## config.mk

```make
export PLATFORM = sky130hd
export DESIGN_NAME = hazard_ctrl
export DESIGN_NICKNAME = d
export VERILOG_FILES = /design/src/rtl/pipe_pkg.sv /design/src/rtl/load_use_detect.sv /design/src/rtl/hazard_ctrl.sv
export SDC_FILE = /design/constraint.sdc
export NUM_CORES = 1
export LEC_CHECK = 0
export ABC_AREA = 1
export CAP_MARGIN = 20
export CELL_PAD_IN_SITES_DETAIL_PLACEMENT = 0
export CELL_PAD_IN_SITES_GLOBAL_PLACEMENT = 2
export CORE_MARGIN = 1.5
export CORE_UTILIZATION = 29
export DETAILED_ROUTE_END_ITERATION = 12
export PLACE_DENSITY = 0.93
export SLEW_MARGIN = 20
export SYNTH_ARGS = -nofsm -noshare
export SYNTH_HDL_FRONTEND = slang
export SYNTH_SLANG_ARGS = --single-unit
```

## constraint.sdc

```tcl
create_clock -name clock -period 3.7 [get_ports clock]
set_input_delay 0.74 -clock clock [delete_from_list [all_inputs] [get_ports clock]]
set_output_delay 0.74 -clock clock [all_outputs]
set_load 0.05 [all_outputs]
```

## src/rtl/pipe_pkg.sv

```systemverilog
// Shared pipeline definitions: register-index width, the hardwired zero register
// and the hazard controller state encoding.
package pipe_pkg;

    localparam int unsigned REG_W = 5;
    localparam logic [REG_W-1:0] ZERO_REG = '0;

    typedef enum logic [1:0] {
        StRun,
        StMemWait,
        StTimeout
    } hazardStateT;

endpackage

```

## src/rtl/load_use_detect.sv

```systemverilog
// Flags a load in ID/EX whose destination feeds a source operand of the
// instruction in IF/ID.
module load_use_detect
    import pipe_pkg::ZERO_REG;
#(
    parameter int unsigned REG_W = 5
) (
    input  logic             memRead,
    input  logic             regWrite,
    input  logic [REG_W-1:0] dest,
    input  logic [REG_W-1:0] rs,
    input  logic [REG_W-1:0] rt,
    input  logic             usesRt,
    output logic             hazard
);

    logic destLive;
    logic rsMatch;
    logic rtMatch;

    // r0 is hardwired, so a load targeting it can never produce a dependency
    assign destLive = memRead && regWrite && (dest != REG_W'(ZERO_REG));
    assign rsMatch  = (dest == rs);
    assign rtMatch  = usesRt && (dest == rt);
    assign hazard   = destLive && (rsMatch || rtMatch);

endmodule

```

## src/rtl/hazard_ctrl.sv

```systemverilog
// Pipeline hazard controller: drives the IF/ID and ID/EX enable/flush/bubble
// controls for load-use stalls, EX redirects and data-memory waits.
module hazard_ctrl #(
    parameter int unsigned REG_W    = 5,
    parameter int unsigned MAX_WAIT = 15,
    parameter int unsigned CNT_W    = 16
) (
    input  logic             clock,
    input  logic             reset_n,
    input  logic [REG_W-1:0] ifid_rs,
    input  logic [REG_W-1:0] ifid_rt,
    input  logic             ifid_uses_rt,
    input  logic             idex_mem_read,
    input  logic             idex_reg_write,
    input  logic [REG_W-1:0] idex_reg_dest,
    input  logic             ex_redirect,
    input  logic             mem_busy,
    output logic             pc_write,
    output logic             ifid_enable,
    output logic             ifid_flush,
    output logic             idex_enable,
    output logic             idex_bubble,
    output logic [CNT_W-1:0] stall_count,
    output logic [CNT_W-1:0] flush_count,
    output logic             mem_timeout
);

    import pipe_pkg::hazardStateT;
    import pipe_pkg::StRun;
    import pipe_pkg::StMemWait;
    import pipe_pkg::StTimeout;

    localparam int unsigned WAIT_W = (MAX_WAIT < 1) ? 1 : $clog2(MAX_WAIT + 1);

    hazardStateT       stateQ;
    logic [WAIT_W-1:0] waitCntQ;
    logic [CNT_W-1:0]  stallCntQ;
    logic [CNT_W-1:0]  flushCntQ;
    logic              timeoutQ;
    logic              loadUse;
    logic              freeze;

    function automatic logic [CNT_W-1:0] satInc(input logic [CNT_W-1:0] value);
        return (value == '1) ? value : value + 1'b1;
    endfunction

    load_use_detect #(
        .REG_W (REG_W)
    ) u_load_use_detect (
        .memRead  (idex_mem_read),
        .regWrite (idex_reg_write),
        .dest     (idex_reg_dest),
        .rs       (ifid_rs),
        .rt       (ifid_rt),
        .usesRt   (ifid_uses_rt),
        .hazard   (loadUse)
    );

    assign freeze = (stateQ == StTimeout) || mem_busy;

    always_comb begin
        pc_write    = 1'b1;
        ifid_enable = 1'b1;
        ifid_flush  = 1'b0;
        idex_enable = 1'b1;
        idex_bubble = 1'b0;
        if (!reset_n) begin
            pc_write    = 1'b0;
            ifid_enable = 1'b0;
            idex_enable = 1'b0;
            ifid_flush  = 1'b1;
            idex_bubble = 1'b1;
        end else if (freeze) begin
            pc_write    = 1'b0;
            ifid_enable = 1'b0;
            idex_enable = 1'b0;
        end else if (ex_redirect) begin
            // Redirect squashes the dependent instruction, so no load-use stall here
            ifid_flush  = 1'b1;
            idex_bubble = 1'b1;
        end else if (loadUse) begin
            pc_write    = 1'b0;
            ifid_enable = 1'b0;
            idex_bubble = 1'b1;
        end
    end

    always_ff @(posedge clock or negedge reset_n) begin
        if (!reset_n) begin
            stateQ    <= StRun;
            waitCntQ  <= '0;
            stallCntQ <= '0;
            flushCntQ <= '0;
            timeoutQ  <= 1'b0;
        end else begin
            case (stateQ)
                StTimeout: begin
                    stallCntQ <= satInc(stallCntQ);
                end
                StRun, StMemWait: begin
                    if (mem_busy) begin
                        stallCntQ <= satInc(stallCntQ);
                        if ((stateQ == StMemWait) && (waitCntQ == WAIT_W'(MAX_WAIT))) begin
                            stateQ   <= StTimeout;
                            timeoutQ <= 1'b1;
                        end else begin
                            stateQ   <= StMemWait;
                            waitCntQ <= (stateQ == StRun) ? WAIT_W'(1) : waitCntQ + 1'b1;
                        end
                    end else begin
                        stateQ   <= StRun;
                        waitCntQ <= '0;
                        if (ex_redirect) begin
                            flushCntQ <= satInc(flushCntQ);
                        end else if (loadUse) begin
                            stallCntQ <= satInc(stallCntQ);
                        end
                    end
                end
                default: begin
                    stateQ <= StRun;
                end
            endcase
        end
    end

    assign stall_count = stallCntQ;
    assign flush_count = flushCntQ;
    assign mem_timeout = timeoutQ;

endmodule

```

==> out/results.tsv <==
stage	metric	value	unit
final_layout	final_cell_mix	nand2_1, clkdlybuf4s50_1, dfrtp_1, nand3_1, inv_1	
final_layout	fin_util	0.391	
yosys	synthCells	330	
setup_path	worstPathArrival	2520	ps
final_layout	syn2layout_area_growth	31.8	%
floorplan	rows	33	
yosys	ys_ff_latch	39	
setup_path	critPathLaunchType	primary input	
final_layout	drive_above_1_share	0.0814	
global_routing	antenna_found_initial	0	
sta	final-hold-violation-count	0	
sta	setup_tns	0	ps
clock_tree	cts_hold_buf	0	
clock_tree	h-tree-depth	2	
place	hpwl	4410	microns
yosys	syn_avg_cell_area	7.32	sq um
yosys	yosysTopAreaCellShare	0.404	
sta	post-route-min-period	3260	ps
clock_tree	cts_buffers	5	
detailed_routing	wirelength	5890	microns
clock_tree	cts.sinks	39	
setup_path	cp-end-kind	output pin	
clock_tree	cts_buffer_depth	2	
detailed_routing	viasPerCell	4.46	
place	io_buffers	59	
floorplan	die-area	8880	sq um
yosys	syn_nets	355	
yosys	yosysUniqueCellTypes	28	
final_layout	final_nets	417	
detailed_routing	drc_errors	0	
global_routing	grt_first_pass_wirelength	9740	microns
sta	setup-violations-final	0	
setup_path	path_max_fanout	3	
sta	clock_skew	8.80	ps
detailed_routing	first_pass_iters	4	
worst_hold_path	hp-class	flip-flop to flip-flop	
floorplan	core_area	8130	sq um
detailed_routing	routedWlPerCell	11.8	microns
detailed_routing	vias	2219	
place	dpl_worst_slack	434	ps
yosys	yosys_warnings	0	
sta	slew_violations	0	
global_routing	track_usage	0.139	
sta	fmax	0.307	GHz
clock_tree	clock_latency	300	ps
clock_tree	post_cts_resized	0	
detailed_routing	dr.first_iter.drc_count	62	
final_layout	diodes	0	
final_layout	layout_commonest_cell	nand2_1	
global_routing	grt-ovfl-total	0	
clock_tree	clk_pin_slew_worst_paths	80	ps
yosys	synth_seq_area_share	0.404	
detailed_routing	ant_nets	0	
pwr	ir_drop	0.289	mV
global_routing	grt_pass1_vias	2034	
setup_path	crit_required	2960	ps
sta	rsz0062_at_grt	false	
yosys	yosys.area.top_type	dfrtp_1	
run_status	status	completed	
clock_tree	cts_root_buffer	clkbuf_8	
place	gp_congestion	0.783	
floorplan	ios	60	
yosys	netlist_area	2410	sq um
sta	tightest_slew	515	ps
pwr	leakagePower	0.00151	uW
floorplan	die_w	94.3	microns
final_layout	design_area	3180	sq um
run	maxCapViolCount	0	
sta	setup_ws	444	ps
clock_tree	cts_tree	built	
floorplan	start_util	0.297	
sta	min_period_over_period	0.880	
place	place_area	3100	sq um
floorplan	die_h	94.3	microns
global_routing	grt_max_degree	40	
sta	slew-limit-headroom	0.656	
yosys	synthTopCellsByArea	dfrtp_1, nand2_1, nand3_1	
pwr	p_per_area	434	nW/um^2
setup_path	crit_type	primary input to output pin	
clock_tree	post_cts_buffers	0	
where the power goes:
part           switching (uW)  total (uW)  internal (uW)
Sequential               74.7         558            483
Clock                     160         292            132
Combinational             345         531            186
Total                     579        1380            802
flip-flops by register name, summed over array words and instances (netlist names):
register	count
stateQ	2
flush_count	16
stall_count	16
waitCntQ	4
mem_timeout	1
synth_stat cells:
master,count
inv_2,6
a21oi_1,2
o21ai_1,4
clkinv_1,1
nor3_2,2
nand3_2,1
buf_6,1
or2_2,1
nand3_1,38
ha_1,3
a21oi_4,1
nand2_1,102
nor2_2,3
o22ai_1,1
xnor2_1,14
o21ai_0,8
inv_1,36
dfrtp_1,39
a31o_2,1
nand2_4,2
nand4_1,7
xor2_1,14
buf_2,3
nor2_1,31
buf_4,1
nor2_4,1
nor3_1,5
nand2_2,2
metal layers:
metal  global-route usage  share of wire
met4               0.0336          0.010
met2                0.224           0.46
met3               0.0267          0.037
met5                    0              0
met1                0.192           0.49
final timing paths:
path / from / to / slack [ps] / depth (start not counted)
max: mem_busy / ifid_flush / 440 / 5
max in group asynchronous: reset_n / stall_count[15] / 2780 / 2
min in group asynchronous: reset_n / mem_timeout / 540 / 2
min reg2reg: mem_timeout / mem_timeout / 480 / 1
max reg2reg: stall_count[0] / stall_count[0] / 1790 / 9
min: mem_timeout / mem_timeout / 480 / 1
kinds of logic (layout without fill, tap and decap cells):
logic type               Yosys count  in the layout  synth area share
buffers and inverters             48            111            0.0808
flip-flops                        39             39             0.404
AND/OR/NAND/NOR                  195            195             0.356
adder cells (fa/ha/maj)            3              3            0.0155
XOR/XNOR                          28             28             0.102
AO/OA/AOI/OAI                     17             17            0.0420
through the flow:
stage	std cells	power (uW)	hold WS [ps]
finish	498	1380	484
detailed placement	490	1100	468
CTS	498	1400	487
global placement	490	1100	457
floorplan	330	911	444
global route	498	1460	495
final cells by class:
class | count | area, sq um
inverter | 43 | 161
timing repair buffer | 60 | 586
clock buffer | 6 | 72.6
clock inverter | 2 | 12.5
multi-input combinational | 243 | 1240
fill | 851 | 4950
tap | 105 | 131
sequential | 39 | 976
worst max-delay path, cell delays in order:
cell             delay [ps]
clkdlybuf4s50_1         450
a21oi_1                 190
inv_1                    70
o21ai_0                 210
clkdlybuf4s50_1         850
(Power assumes the default switching activity.)
